[src/rtl/seg7_pkg.sv]
// rtl/seg7_pkg.sv - glyph table, segment bit positions and scan state encoding
package seg7_pkg;

    localparam logic [7:0] SEG_OFF = 8'hFF;

    localparam int SEG_A  = 7;
    localparam int SEG_B  = 6;
    localparam int SEG_C  = 5;
    localparam int SEG_D  = 4;
    localparam int SEG_E  = 3;
    localparam int SEG_F  = 2;
    localparam int SEG_G  = 1;
    localparam int SEG_DP = 0;

    // Active-low a..g patterns, element 0 is the glyph for hex 0
    localparam logic [15:0][6:0] GLYPHS = {
        7'b0111000, 7'b0110000, 7'b1000010, 7'b0110001,
        7'b1100000, 7'b0001000, 7'b0000100, 7'b0000000,
        7'b0001111, 7'b0100000, 7'b0100100, 7'b1001100,
        7'b0000110, 7'b0010010, 7'b1001111, 7'b0000001
    };

    typedef enum logic {
        ST_BLANK = 1'b0,
        ST_DRIVE = 1'b1
    } scan_state_e;

    function automatic logic [6:0] hex_glyph(input logic [3:0] nibble);
        return GLYPHS[nibble];
    endfunction

endpackage

[src/rtl/seg7_hex_decode.sv]
// rtl/seg7_hex_decode.sv - combinational nibble to active-low a..g decode
module seg7_hex_decode
    import seg7_pkg::*;
(
    input  logic [3:0] nibble_i,
    output logic [6:0] seg_n_o
);

    assign seg_n_o = hex_glyph(nibble_i);

endmodule

[src/rtl/seg7_scan_ctrl.sv]
// rtl/seg7_scan_ctrl.sv - multiplexed 7-segment scan with blanking and frame-aligned loads
module seg7_scan_ctrl
    import seg7_pkg::*;
#(
    parameter int DIGITS = 4,
    parameter int DWELL  = 50000,
    parameter int BLANK  = 500
) (
    input  logic                  clk,
    input  logic                  rst,
    input  logic                  load_valid,
    output logic                  load_ready,
    input  logic [4*DIGITS-1:0]   value_in,
    input  logic [DIGITS-1:0]     dp_in,
    output logic [7:0]            seg_out,
    output logic [DIGITS-1:0]     dig_out,
    output logic                  frame_tick
);

    localparam int CNT_MAX = (DWELL > BLANK) ? DWELL : BLANK;
    localparam int CW      = (CNT_MAX > 1) ? $clog2(CNT_MAX) : 1;
    localparam int IW      = (DIGITS > 1) ? $clog2(DIGITS) : 1;

    localparam logic [CW-1:0] DWELL_LAST = CW'(DWELL - 1);
    localparam logic [CW-1:0] BLANK_LAST = CW'(BLANK - 1);
    localparam logic [IW-1:0] IDX_LAST   = IW'(DIGITS - 1);

    scan_state_e          state_q, state_d;
    logic [IW-1:0]        idx_q, idx_d;
    logic [CW-1:0]        phase_q, phase_d;
    logic [4*DIGITS-1:0]  disp_val_q, disp_val_d;
    logic [DIGITS-1:0]    disp_dp_q, disp_dp_d;
    logic [4*DIGITS-1:0]  pend_val_q, pend_val_d;
    logic [DIGITS-1:0]    pend_dp_q, pend_dp_d;
    logic                 pend_q, pend_d;
    logic [7:0]           seg_q, seg_d;
    logic [DIGITS-1:0]    dig_q, dig_d;
    logic                 tick_q, tick_d;
    logic                 ready_q, ready_d;

    logic                 boundary;
    logic                 load_fire;
    logic [3:0]           scan_nibble;
    logic [6:0]           glyph_n;

    assign load_fire = load_valid && ready_q;

    always_comb begin
        state_d    = state_q;
        idx_d      = idx_q;
        phase_d    = phase_q + 1'b1;
        disp_val_d = disp_val_q;
        disp_dp_d  = disp_dp_q;
        pend_val_d = pend_val_q;
        pend_dp_d  = pend_dp_q;
        pend_d     = pend_q;
        boundary   = 1'b0;

        case (state_q)
            ST_BLANK: begin
                if (phase_q == BLANK_LAST) begin
                    state_d = ST_DRIVE;
                    phase_d = '0;
                end
            end
            ST_DRIVE: begin
                if (phase_q == DWELL_LAST) begin
                    state_d = ST_BLANK;
                    phase_d = '0;
                    if (idx_q == IDX_LAST) begin
                        idx_d    = '0;
                        boundary = 1'b1;
                    end else begin
                        idx_d = idx_q + 1'b1;
                    end
                end
            end
            default: begin
                state_d = ST_BLANK;
                phase_d = '0;
            end
        endcase

        // Pending only moves to the display on the wrap so a frame never mixes values
        if (boundary && pend_q) begin
            disp_val_d = pend_val_q;
            disp_dp_d  = pend_dp_q;
            pend_d     = 1'b0;
        end

        if (load_fire) begin
            pend_val_d = value_in;
            pend_dp_d  = dp_in;
            pend_d     = 1'b1;
        end

        tick_d  = boundary;
        // Ready stays low through the apply cycle and reopens one cycle later
        ready_d = !pend_d && !(boundary && pend_q);
    end

    assign scan_nibble = disp_val_d[int'(idx_d)*4 +: 4];

    seg7_hex_decode u_decode (
        .nibble_i (scan_nibble),
        .seg_n_o  (glyph_n)
    );

    always_comb begin
        seg_d = SEG_OFF;
        dig_d = '1;
        if (state_d == ST_DRIVE) begin
            dig_d[idx_d]  = 1'b0;
            seg_d[SEG_A]  = glyph_n[6];
            seg_d[SEG_B]  = glyph_n[5];
            seg_d[SEG_C]  = glyph_n[4];
            seg_d[SEG_D]  = glyph_n[3];
            seg_d[SEG_E]  = glyph_n[2];
            seg_d[SEG_F]  = glyph_n[1];
            seg_d[SEG_G]  = glyph_n[0];
            seg_d[SEG_DP] = ~disp_dp_d[idx_d];
        end
    end

    always_ff @(posedge clk) begin
        if (rst) begin
            state_q    <= ST_BLANK;
            idx_q      <= '0;
            phase_q    <= '0;
            disp_val_q <= '0;
            disp_dp_q  <= '0;
            pend_val_q <= '0;
            pend_dp_q  <= '0;
            pend_q     <= 1'b0;
            seg_q      <= SEG_OFF;
            dig_q      <= '1;
            tick_q     <= 1'b0;
            ready_q    <= 1'b1;
        end else begin
            state_q    <= state_d;
            idx_q      <= idx_d;
            phase_q    <= phase_d;
            disp_val_q <= disp_val_d;
            disp_dp_q  <= disp_dp_d;
            pend_val_q <= pend_val_d;
            pend_dp_q  <= pend_dp_d;
            pend_q     <= pend_d;
            seg_q      <= seg_d;
            dig_q      <= dig_d;
            tick_q     <= tick_d;
            ready_q    <= ready_d;
        end
    end

    assign seg_out    = seg_q;
    assign dig_out    = dig_q;
    assign frame_tick = tick_q;
    assign load_ready = ready_q;

endmodule
[config.mk]
export PLATFORM = sky130hd
export DESIGN_NAME = seg7_scan_ctrl
export DESIGN_NICKNAME = d
export VERILOG_FILES = /design/src/rtl/seg7_pkg.sv /design/src/rtl/seg7_hex_decode.sv /design/src/rtl/seg7_scan_ctrl.sv
export SDC_FILE = /design/constraint.sdc
export NUM_CORES = 1
export LEC_CHECK = 0
export BUFFER_PORTS_ARGS = -buffer_cell sky130_fd_sc_hd__buf_4
export CORE_MARGIN = 2
export CORE_UTILIZATION = 35
export DETAILED_ROUTE_END_ITERATION = 12
export GPL_TIMING_DRIVEN = 0
export PLACE_DENSITY_LB_ADDON = 0.1
export SYNTH_ARGS = -nofsm -noshare
export SYNTH_HDL_FRONTEND = slang
export SYNTH_SLANG_ARGS = --single-unit
[constraint.sdc]
create_clock -name clk -period 3.6 [get_ports clk]
set_clock_uncertainty 0.05 [all_clocks]
set_input_delay 0.36 -clock clk [delete_from_list [all_inputs] [get_ports clk]]
set_output_delay 0.36 -clock clk [all_outputs]
set_load 0.02 [all_outputs]
==> After elaboration in Yosys (flattened, before gate mapping) <==
Memories as Yosys holds them, arrays and structs flattened. A register that Yosys moved wholly into a read port is not among the register bits.
Cells that the tools add are included.
{ "word_totals": {"register_bits": 74, "latchBits": 0, "mem_bits_rw": 0, "rom_bits": 112, "out_inout_bits": 14, "memories": 1} }
{ "op_classes": {"n_addsub": 2, "n_mul": 0, "n_div": 0, "n_lt_le_gt_ge": 3, "n_eq_ne": 3, "shift": 1, "n_mux": 21, "n_bitwise": 4, "n_reduce_logical": 7} }
{ "mem_list": {"columns": ["memory", "words", "word_bits", "read_ports", "rd_ports_with_merged_regs", "wr", "line", "source"], "rows": [
  ["(no name shown)", 16, 7, 1, 1, 0, "seg7_pkg.sv:29", "return GLYPHS[nibble];"]
]} }
{ "op_table": {"columns": ["cell", "count"], "rows": [
  ["$mux 16", 3],
  ["$pmux 16 s2", 1],
  ["$add 16x1->16 const B", 1],
  ["$eq 16x16->1 const B", 1],
  ["$eq 16x9->1 const B", 1],
  ["$shiftx 16x5->4", 1],
  ["$mux 1", 9],
  ["$mux 7", 1],
  ["$mux 2", 3],
  ["$lt 4x5->1 const B", 1],
  ["$logic_and 1x1->1", 4],
  ["$mux 4", 1],
  ["$not 4->4", 1],
  ["$lt 2x3->1 const B", 1],
  ["$not 1->1", 3],
  ["$add 2x1->2 const B", 1],
  ["$bmux 1 s2", 1],
  ["$demux 1 s2", 1],
  ["$eq 2x2->1 const B", 1],
  ["$ge 2x1->1 const B", 1],
  ["$logic_not 1->1", 2],
  ["$pmux 1 s2", 1],
  ["$reduce_or 2->1", 1]
]} }

==> Logic depth before layout (Yosys ltp) <==
Gate-level depths: netlist of the first run.
{ "logic_depth": {"ltp_word": 9, "ltp_mapped": 13} }

==> By module <==
Synthesis of the first run repeated with hierarchy kept, for this count alone.
{ "hier_totals": {"cells_unflattened": 365, "area_unflattened_um2": 3188.1} }
{ "modules_own_cells": {"columns": ["module", "n_inst", "cells_each", "area_per_inst_um2"], "rows": [
  ["seg7_scan_ctrl", 1, 330, 2940.3],
  ["seg7_hex_decode", 1, 35, 247.7]
]} }

==> Worst setup path after synthesis of the first run <==
Ideal clock, no wire load.
{ "synth_path": {"kind": "register to register", "start": "register phase_q[7]", "end": "register seg_q[4] (netlist: seg_out[4])", "setup_ps": 132, "arrival_time_ps": 3442, "t_required_ps": 3418, "slack_ps": -24, "stages_incl_launch_ff": 14, "n_path_buf": 2, "period_less_slack_ps": 3624, "path_cell_list": "dfxtp_1 -> or4b_1 -> buf_2 -> or4_4 -> nor2_4 -> buf_4 -> mux2i_1 -> o22ai_1 -> nor3_1 -> inv_1 -> ha_1 -> nor2b_1 -> a211oi_1 -> o21ai_1"} }
{ "synth_via": {"elab_chain_cells": 6} }
{ "synth_rtl": {"columns": ["element", "line", "source"], "rows": [
  ["start: declaration", "seg7_scan_ctrl.sv:30", "logic [CW-1:0] phase_q, phase_d;"],
  ["start signal: assignment", "seg7_scan_ctrl.sv:142", "phase_q <= phase_d;"],
  ["$eq 16x16->1", "seg7_scan_ctrl.sv:67", "if (phase_q == DWELL_LAST) begin"],
  ["$mux 1", "seg7_scan_ctrl.sv:67", null],
  ["$mux 1", "seg7_scan_ctrl.sv:59", "case (state_q)"],
  ["$logic_and 1x1->1", "seg7_scan_ctrl.sv:85", "if (boundary && pend_q) begin"],
  ["$mux 16", "seg7_scan_ctrl.sv:85", null],
  ["$shiftx 16x5->4", "seg7_scan_ctrl.sv:102", "assign scan_nibble = disp_val_d[int'(idx_d)*4 +: 4];"],
  ["end: declaration", "seg7_scan_ctrl.sv:36", "logic [7:0] seg_q, seg_d;"]
]} }
Parallel ways exist; a longest one is shown, timed or not.
A chain may end at the register's enable or synchronous reset.

==> Worst setup path in the final report of the first run <==
Ends and elaborated chain as after synthesis.

==> flow_summary.json, run 1 <==
{
  "run_status": "finished clean",
  "intPower_mw": 1.26,
  "detail_route.first_pass.iterations": 4,
  "postSynthCellCount": 351,
  "worst_slack_after_detailed_placement_ns": -0.452,
  "ys_async_sr_fraction_pct": 0,
  "detail_route.vias_per_cell": 5.02,
  "pwr_density_cell_nw_per_um2": 411,
  "insertion_delay_ns": 0.35,
  "final.min_clock_period_ns": 3.51,
  "synth_seq_area_share_pct": 47.3,
  "layout_cells_sized_above_1_pct": 22.4,
  "synth-seq-cells": 74,
  "area_delta_synth_final_pct": 26.6,
  "use_met2_pct": 23.9,
  "cts_num_sinks": 74,
  "seqPwrFrac_pct": 52.1,
  "rsz_0062_raised_after_global_routing": "yes",
  "cts-buffers-inserted": 9,
  "overflow": 0,
  "cp-start-kind": "flip-flop",
  "ctsHtreeMaxLevel": 3,
  "dp_hpwl_um": 5130,
  "crit_path_cell_trace": "or4b_1 -> buf_4 -> or4_4 -> nor2_4 -> buf_6 -> mux2i_4 -> o22ai_2 -> nor3_4 -> buf_4 -> ha_1 -> o211a_1 -> o21ai_1",
  "detailroute.via_count": 2603,
  "yosysWarningCount": 0,
  "post_synth_num_cell_types": 54,
  "gpl.final_weighted_congestion": 0.759,
  "synth_top_area_share_pct": 47.3,
  "die_area_um2": 9720,
  "min_from": "value_in[9]",
  "core_area_um2": 8720,
  "global_route.usage.met3_pct": 3.33,
  "hold_buf_cts": 0,
  "fin_crit_sh_pct": 97.6,
  "power.share.switching_pct": 22.7,
  "post_synth_instance_area_um2": 3130,
  "hp-class": "in2reg",
  "groute.layer.met1.usage_pct": 20.7,
  "final_cells": 519,
  "clk_root_buf": "clkbuf_8",
  "globalRoute.busiestLayer": "met2",
  "synth_top_area_cells": "dfxtp_1 47%, nand2_1 6.8%, mux2i_1 5.8%",
  "grt_use_total_pct": 15.4,
  "maxClockFrequency_ghz": 0.285,
  "buffer_ports.inserted": 35,
  "numPlacedInstances": 494,
  "report.power.total_mw": 1.63,
  "tritoncts": "yes",
  "final.setup.worst_slack_ns": 0.0862,
  "die-height_um": 98.6,
  "power_switching_uw": 370,
  "drv_cap": 0,
  "path_class": "reg2reg",
  "timing.critical_path.fanout_max": 6,
  "top_level_ports": 37,
  "max-slew-margin-rel_pct": 63.9,
  "tightestPinTransition_ns": 0.540,
  "first_global_vias": 2451,
  "clk_transition_reported_paths_ns": 0.08,
  "worst_setup_path_startpoint": "phase_q[7]",
  "grt_first_pass_wirelength_um": 11800,
  "p_comb_share_pct": 4.5,
  "detailedRoute.firstIterationViolations": 101,
  "number_of_antenna_violations_at_the_first_check_in_global_routing": 0,
  "final_max_slew_viol_count": 0,
  "setup_viol_count_final": 0,
  "maximum_number_of_pins_on_one_net_before_global_route_repair": 14,
  "totalWireLength_um": 7210,
  "die_wd_um": 98.6,
  "peak_supply_drop_mv": 0.162,
  "post-route-drc-count": 0,
  "post-route-util_pct": 45.5,
  "proportion_of_power_drawn_by_the_clock_network_pct": 43.4,
  "cts-root-to-sink-buffers": 2,
  "drt_wl_cell_um": 13.9,
  "critPathMostFrequentCell": "buf_4",
  "worst_setup_path_end_kind": "flip-flop",
  "synth.largest_area_cell": "dfxtp_1",
  "avg_inst_size_synth_um2": 8.93,
  "crit-reg2reg-launch": "phase_q[7]",
  "critical_path_required_ns": 3.83,
  "rows": 34,
  "final_antenna_net_count": 0,
  "setup_total_negative_slack_ns": 0,
  "worst_path_largest_cell_delay_ns": 0.55,
  "initial_core_util_pct": 35.9,
  "n_antenna_cell": 0,
  "crit_path_top_delay_cell": "or4_4",
  "synth-edff-count": 0,
  "worst_ep_arrival_time_ns": 3.75,
  "finalHoldViolations": 0,
  "synth_top_flop_cell": "dfxtp_1",
  "syn_nets": 382,
  "net_count_reported_at_finish": 437,
  "power.static_leakage_nw": 1.49
}
power groups by stage:
| stage | logic, mW | registers [mW] | clock network, mW |
|---|---|---|---|
| 6_report | 0.0735 | 0.850 | 0.708 |
| 5_1_grt | 0.0837 | 0.853 | 0.765 |
| 4_1_cts | 0.0742 | 0.848 | 0.733 |
| 3_5_place_dp | 0.0740 | 0.867 | 0 |
| 3_3_place_gp | 0.0735 | 0.867 | 0 |
| 2_1_floorplan | 0.0404 | 0.865 | 0 |
layout make-up:
type,count,area [um2]
well taps,108,135
multi-input cells,254,1670
plain buffers,19,115
clock buffers,10,128
flip-flops and latches,74,1480
fillers,848,4750
inverters,4,15.0
clock inverters,6,90.1
repair buffers,44,334
cells in the final DEF (no fill, tap or decap), drive strengths merged, types with 10 or more instances in the layout:
cell type and count:
buf 50, mux2i 18, a21oi 31, o21ai 10, nand3 14, nor2 42
clkbuf 23, nand2 57, dfxtp 74
Yosys cell counts, drive strengths merged (2+ instances only):
cell type,count
a22oi,4
nor4,2
ha,8
and2,4
clkbuf,13
a21oi,31
a31oi,2
xnor2,6
nor2,42
o21ai,10
dfxtp,74
inv,4
buf,6
nand2,57
or3,4
nand2b,2
or4,3
nor3,5
mux2i,18
nand4,2
nand3,14
and3,3
o221ai,2
xor2,8
o22ai,3
nor2b,3
o41ai,2
critical path: cells and delay by family (launching register included):
| kind | cells | cell delay (ns) |
|---|---|---|
| buffers and inverters | 3 | 0.55 |
| and+or+nand+nor | 4 | 1.57 |
| muxes | 1 | 0.25 |
| adders and majority gates | 1 | 0.25 |
| DFF | 1 | 0.34 |
| AOI/OAI and AO/OA | 3 | 0.44 |
state kept, by name (all words and copies together) (netlist names):
register / cells
phase_q: 16
dig_out: 4
pend_val_q: 16
disp_val_q: 16
disp_dp_q: 4
load_ready: 1
state_q: 1
idx_q: 2
pend_q: 1
seg_out: 8
pend_dp_q: 4
frame_tick: 1
repair_timing:
item / 4_1_cts / 5_1_grt
gates resized for setup: 5 / 23
setup buffers: 5 / 4
cloned: 0 / 0
pin swaps: 3 / 5
setup endpoints to repair: 7 / 4
endpoints found under the hold margin: 0 / 0
metrics by stage:
step	instance area, um2	hold WS [ns]
6_report	3970	0.204
2_1_floorplan	3140	0.376
3_5_place_dp	3540	0.402
5_1_grt	3970	0.193
4_1_cts	3810	0.181
3_3_place_gp	3540	0.393
path summary, 6_finish.rpt:
path                            depth (start not counted)  slack [ns]       endpoint
worst max register to register                         12        0.09     seg_out[4]
worst min register to register                          2        0.41  pend_val_q[6]
worst max-delay path                                   12        0.09     seg_out[4]
worst min-delay path                                    3        0.20  pend_val_q[9]
cell families after synthesis:
group,count (synthesis),share of synthesized area (%)
xor gates and xnor gates,14,3.91
DFF,74,47.3
and+or+nand+nor,147,22.4
buffers and inverters,23,3.67
muxes,19,6.23
AOI/OAI and AO/OA,66,13.3
adders and majority gates,8,3.20
routing by layer:
metal | part of all wire [%] | vias to the layer above
met5 | 0 | -
met1 | 50 | 1215
met2 | 45 | 47
met4 | 1.8 | 0
met3 | 3.0 | 10
li1 | - | 1331
Note: power is estimated with default switching activity, not from simulation.
==> inputs of run 2 (changes only) <==
--- a/config.mk
+++ b/config.mk
@@ -13,4 +13,5 @@
 export PLACE_DENSITY_LB_ADDON = 0.1
 export SYNTH_ARGS = -nofsm -noshare
 export SYNTH_HDL_FRONTEND = slang
+export SYNTH_HIERARCHICAL = 1
 export SYNTH_SLANG_ARGS = --single-unit
==> flow_summary.json, run 2 <==
{
  "detailroute.via_count": 2568,
  "die-height_um": 99.4,
  "maximum_number_of_pins_on_one_net_before_global_route_repair": 15,
  "synth_top_area_cells": "dfxtp_1 46%, nand2_1 8.4%, a21oi_1 4.7%",
  "synth_top_area_share_pct": 46.5,
  "synth_seq_area_share_pct": 46.5,
  "cts_num_sinks": 74,
  "tritoncts": "yes",
  "hp-class": "in2reg",
  "first_global_vias": 2462,
  "gpl.final_weighted_congestion": 0.822,
  "ys_async_sr_fraction_pct": 0,
  "crit_path_cell_trace": "or4bb_4 -> nor4_4 -> buf_4 -> mux2_4 -> and2_4 -> a221oi_4 -> inv_2 -> ha_1 -> or2_2 -> a21oi_1 -> a31oi_1 -> nand2b_1",
  "final_antenna_net_count": 0,
  "final.min_clock_period_ns": 3.44,
  "power_switching_uw": 384,
  "yosysWarningCount": 6,
  "buffer_ports.inserted": 35,
  "cp_num_buf_inv": 2,
  "hold_buf_cts": 0,
  "post_synth_instance_area_um2": 3190,
  "finalHoldViolations": 0,
  "area_delta_synth_final_pct": 24.4,
  "grt_use_total_pct": 15.2,
  "final_common_cell": "nand2_1",
  "worst_setup_path_end_kind": "flip-flop",
  "detailedRoute.firstIterationViolations": 87,
  "post_synth_num_cell_types": 47,
  "routed-wl-met3_um": 260,
  "n_antenna_cell": 0,
  "synth-edff-count": 0,
  "synth_top_flop_cell": "dfxtp_1",
  "rrSetupSlack_ns": 0.16,
  "fin_hold_ws_ns": 0.194,
  "synth-seq-cells": 74,
  "worst_path_largest_cell_delay_ns": 0.54,
  "detail_route.first_pass.iterations": 4,
  "intPower_mw": 1.21,
  "setup_total_negative_slack_ns": 0,
  "ctsHtreeMaxLevel": 3,
  "syn_nets": 397,
  "layout_common_cells": "71 x nand2_1, 70 x dfxtp_1, 48 x buf_4",
  "overflow": 0,
  "totalWireLength_um": 7070,
  "cts-root-to-sink-buffers": 2,
  "cp-start-kind": "flip-flop",
  "path_delay_family": "simple AND/OR/NAND/NOR gates",
  "setup_viol_count_final": 0,
  "core_area_um2": 8760,
  "seqPwrFrac_pct": 53.0,
  "postSynthCellCount": 365,
  "path_class": "reg2reg",
  "p_comb_share_pct": 4.8,
  "proportion_of_power_drawn_by_the_clock_network_pct": 42.2,
  "met1_length_um": 3540,
  "crit_path_top_delay_cell": "or4bb_4",
  "top_level_ports": 37,
  "grt_first_pass_wirelength_um": 12000,
  "top_regs": "disp_val_q x16, pend_val_q x16, phase_q x16",
  "timing.critical_path.fanout_max": 5,
  "insertion_delay_ns": 0.35,
  "layout_cells_sized_above_1_pct": 22.9,
  "drt_wl_cell_um": 13.2,
  "worst_ep_arrival_time_ns": 3.62,
  "pwr_density_cell_nw_per_um2": 403,
  "drv_cap": 0,
  "cts-buffers-inserted": 9,
  "die_area_um2": 9890,
  "highest-signal-layer": "met4",
  "maxClockFrequency_ghz": 0.291,
  "initial_core_util_pct": 36.4,
  "power.share.switching_pct": 24.0,
  "final_max_slew_viol_count": 0,
  "max-slew-margin-rel_pct": 64.9,
  "die_wd_um": 99.4,
  "synth.largest_area_cell": "dfxtp_1",
  "post_synth_most_frequent_cells": "74 x dfxtp_1, 71 x nand2_1, 39 x nor2_1",
  "clk_root_buf": "clkbuf_8",
  "clk_transition_reported_paths_ns": 0.08,
  "detail_route.vias_per_cell": 4.79,
  "post-route-drc-count": 0,
  "synth.most_common_cell": "dfxtp_1",
  "avg_inst_size_synth_um2": 8.73,
  "net_count_reported_at_finish": 455,
  "run_status": "finished clean",
  "tightestPinTransition_ns": 0.523,
  "power.static_leakage_nw": 1.57,
  "number_of_antenna_violations_at_the_first_check_in_global_routing": 0,
  "dp_hpwl_um": 5020,
  "peak_supply_drop_mv": 0.209,
  "critical_path_required_ns": 3.78,
  "route.met2.wl_um": 3180,
  "fin_crit_sh_pct": 95.5,
  "rows": 34
}
run 2: cell types whose count changed in the layout (fill, tap and decap cells not counted), moves of 4 or more:
cell,previous run,this run
nand2_1,57,71
mux2_2,0,7
nand2b_1,2,8
buf_4,44,48
dfxtp_1,74,70
run 2: stage by stage:
step / setup slack, ns / util (%) / total power, mW / area [um2] / cells
after global routing: -0.0186 / 45.3 / 1.67 / 3970 / 536
final: 0.162 / 45.3 / 1.60 / 3970 / 536
after detailed placement: -0.771 / 40.9 / 0.945 / 3590 / 508
after floorplan: 0.00715 / - / 0.908 / 3190 / 365
after global placement: -0.648 / 40.9 / 0.944 / 3590 / 508
after CTS: 0.00358 / 44.0 / 1.63 / 3860 / 526
run 2: cells by family (layout without fill, tap and decap cells):
logic type,Yosys count,count (layout),share of synthesized area [%]
buffers and inverters,27,90,4.16
multiplexers,23,23,7.93
adder cells (fa/ha/maj),9,9,3.53
flip-flops,74,74,46.5
AO/OA/AOI/OAI,58,58,11.0
AND/OR/NAND/NOR,160,160,23.1
XOR/XNOR,14,14,3.85
run 2: final cells by class:
type | instances | area (um2)
buffer | 20 | 106
clock buffer | 10 | 138
clock inverter | 6 | 72.6
fill | 892 | 4800
inverter | 7 | 26.3
multi-input combinational | 264 | 1650
sequential | 74 | 1490
tap | 108 | 135
timing repair buffer | 47 | 353
run 2: repair_timing:
action | in CTS | in global routing
endpoints found under the setup margin | 7 | 7
gates resized for setup | 6 | 14
pin swaps | 2 | 3
setup buffers | 2 | 10
run 2: worst register-to-register path: stages (launching register included):
cell      delay [ns]
dfxtp_4         0.37
or4bb_4         0.54
nor4_4          0.41
buf_4           0.19
mux2_4          0.33
and2_4          0.19
a221oi_4        0.30
inv_2           0.11
ha_1            0.20
or2_2           0.29
a21oi_1         0.15
a31oi_1         0.05
nand2b_1        0.14
run 2: path summary, 6_finish.rpt:
path / start / to / cells past startpoint
setup / recovery: phase_q[14] / seg_out[4] / 12
hold / removal: value_in[4] / pend_val_q[4] / 3
setup reg to reg: phase_q[14] / seg_out[4] / 12
hold reg to reg: pend_val_q[12] / pend_val_q[12] / 2
run 2: power by group through the flow:
stage	Sequential [mW]	Combinational, mW	Clock [mW]
after floorplan	0.865	0.0430	0
after detailed placement	0.868	0.0776	0
after global placement	0.867	0.0771	0
after CTS	0.848	0.0777	0.702
final	0.848	0.0762	0.675
after global routing	0.850	0.0870	0.736
run 2: metal layers:
layer | up-vias | track usage (%)
li1 | 1352 | -
met3 | 8 | 4.01
met1 | 1159 | 20.8
met2 | 49 | 23.1
met4 | 0 | 5.58
met5 | - | 0
==> inputs of run 3 (changes only) <==
--- a/config.mk
+++ b/config.mk
@@ -11,6 +11,7 @@
 export DETAILED_ROUTE_END_ITERATION = 12
 export GPL_TIMING_DRIVEN = 0
 export PLACE_DENSITY_LB_ADDON = 0.1
+export RECOVER_POWER = 100
 export SYNTH_ARGS = -nofsm -noshare
 export SYNTH_HDL_FRONTEND = slang
 export SYNTH_HIERARCHICAL = 1
==> flow_summary.json, run 3 (synthesis gave the netlist of run 2 again) <==
{
  "final_max_slew_viol_count": 0,
  "path_delay_family": "simple AND/OR/NAND/NOR gates",
  "max-slew-margin-rel_pct": 65.7,
  "die-height_um": 99.4,
  "grt_use_total_pct": 15.2,
  "totalWireLength_um": 7090,
  "clk_root_buf": "clkbuf_8",
  "final_antenna_net_count": 0,
  "worst_path_largest_cell_delay_ns": 0.54,
  "cts-buffers-inserted": 9,
  "power.static_leakage_nw": 1.53,
  "top_level_ports": 37,
  "crit_path_top_delay_cell": "or4bb_4",
  "worst_ep_arrival_time_ns": 3.61,
  "final_cells": 536,
  "layout.cell_area.non_filler_um2": 3910,
  "ctsHtreeMaxLevel": 3,
  "post-route-drc-count": 0,
  "top_regs": "disp_val_q x16, pend_val_q x16, phase_q x16",
  "pwr_density_cell_nw_per_um2": 409,
  "detailroute.via_count": 2580,
  "cp-start-kind": "flip-flop",
  "min_from": "value_in[4]",
  "drt_wl_cell_um": 13.2,
  "first_global_vias": 2462,
  "rrSetupSlack_ns": 0.17,
  "clk_transition_reported_paths_ns": 0.08,
  "final_common_cell": "nand2_1",
  "maximum_number_of_pins_on_one_net_before_global_route_repair": 15,
  "worst_setup_path_end_kind": "flip-flop",
  "fin_crit_sh_pct": 95.4,
  "buffer_ports.inserted": 35,
  "detail_route.vias_per_cell": 4.81,
  "crit_path_cell_trace": "or4bb_4 -> nor4_4 -> buf_4 -> mux2_4 -> and2_4 -> a221oi_4 -> inv_2 -> ha_1 -> or2_2 -> a21oi_1 -> a31oi_1 -> nand2b_1",
  "cts-root-to-sink-buffers": 2,
  "n_antenna_cell": 0,
  "layout_common_cells": "71 x nand2_1, 70 x dfxtp_1, 39 x nor2_1",
  "layout_cells_sized_above_1_pct": 19.4,
  "hold_buf_cts": 0,
  "cp_num_buf_inv": 2,
  "die_area_um2": 9890,
  "numPlacedInstances": 508,
  "timing.critical_path.fanout_max": 5,
  "r2r_cells": 12,
  "detail_route.first_pass.iterations": 4,
  "maxClockFrequency_ghz": 0.291,
  "number_of_antenna_violations_at_the_first_check_in_global_routing": 0,
  "min_to": "pend_val_q[4]",
  "core_area_um2": 8760,
  "cts_num_sinks": 74,
  "crit-reg2reg-launch": "phase_q[14]",
  "grt_first_pass_wirelength_um": 12000,
  "rows": 34,
  "detailedRoute.firstIterationViolations": 82,
  "filler_cell_count": 901,
  "path_class": "reg2reg",
  "dp_hpwl_um": 5020,
  "placed_cell_area_um2": 3590,
  "tightestPinTransition_ns": 0.511,
  "net_count_reported_at_finish": 455,
  "finalHoldViolations": 0,
  "insertion_delay_ns": 0.35,
  "critical_path_required_ns": 3.78,
  "fin_hold_ws_ns": 0.196,
  "gpl.final_weighted_congestion": 0.822,
  "final.min_clock_period_ns": 3.43,
  "critical_path.reg2reg.endpoint": "seg_out[4]",
  "drv_cap": 0,
  "post-route-util_pct": 44.6,
  "peak_supply_drop_mv": 0.209,
  "worst_hold_path.num_cells": 3,
  "initial_core_util_pct": 36.4,
  "hp-class": "in2reg",
  "setup_viol_count_final": 0,
  "die_wd_um": 99.4,
  "tritoncts": "yes",
  "area_delta_synth_final_pct": 22.6,
  "run_status": "finished clean",
  "overflow": 0
}
-- run 3: cell count changes in the layout (fill, tap and decap cells not counted) --
cell	delta
buf_4	-14
clkbuf_1	+14
and2_1	-1
or4_4	-1
or4_1	+1
and2_0	+1
-- run 3: how the worst max path moves through the flow --
stage / to / startpoint / cells after the start
4_1_cts: seg_out[4] / phase_q[10] / 13
2_1_floorplan: seg_out[4] / phase_q[10] / 12
5_1_grt: seg_out[4] / phase_q[4] / 13
3_5_place_dp: seg_out[4] / phase_q[10] / 12
6_report: seg_out[4] / phase_q[14] / 12
3_3_place_gp: seg_out[4] / phase_q[10] / 12
-- run 3: final cells by class --
cell class / count / area, um2 / area share [%]
Buffer: 20 / 106 / 2.72
Clock inverter: 6 / 72.6 / 1.86
Timing Repair Buffer: 47 / 300 / 7.68
Sequential cell: 74 / 1490 / 38.1
Multi-Input combinational cell: 264 / 1640 / 42.0
Tap cell: 108 / 135 / 3.46
Clock buffer: 10 / 138 / 3.52
Inverter: 7 / 26.3 / 0.672
-- run 3: routing by layer --
metal	vias to the layer above	global-route usage [%]	routed length, um
met1	1167	20.8	3540
li1	1352	-	-
met2	52	23.1	3180
met3	9	4.01	288
met5	-	0	0
met4	0	5.58	75
-- run 3: repair_timing --
item	in CTS	in global routing
pin swaps	2	3
setup buffers	2	10
resized for setup	6	14
setup endpoints to repair	7	7
cloned	0	0
-- run 3: metrics by stage --
| step | setup TNS [ns] | power (mW) | setup slack [ns] |
|---|---|---|---|
| 3_3_place_gp | -3.48 | 0.944 | -0.648 |
| 3_5_place_dp | -4.38 | 0.945 | -0.771 |
| 4_1_cts | 0 | 1.63 | 0.00358 |
| 2_1_floorplan | 0 | 0.908 | 0.00715 |
| 6_report | 0 | 1.60 | 0.165 |
| 5_1_grt | -0.0186 | 1.67 | -0.0186 |
-- run 3: where the power goes --
| group | internal [mW] | switching [mW] |
|---|---|---|
| clock | 0.346 | 0.328 |
| sequential | 0.835 | 0.0124 |
| combinational | 0.0323 | 0.0430 |
| total | 1.21 | 0.383 |
-- run 3: worst min-delay path, cell delays in order --
cell,delay [ns]
buf_4,0.11
nand2_1,0.04
a21oi_1,0.05
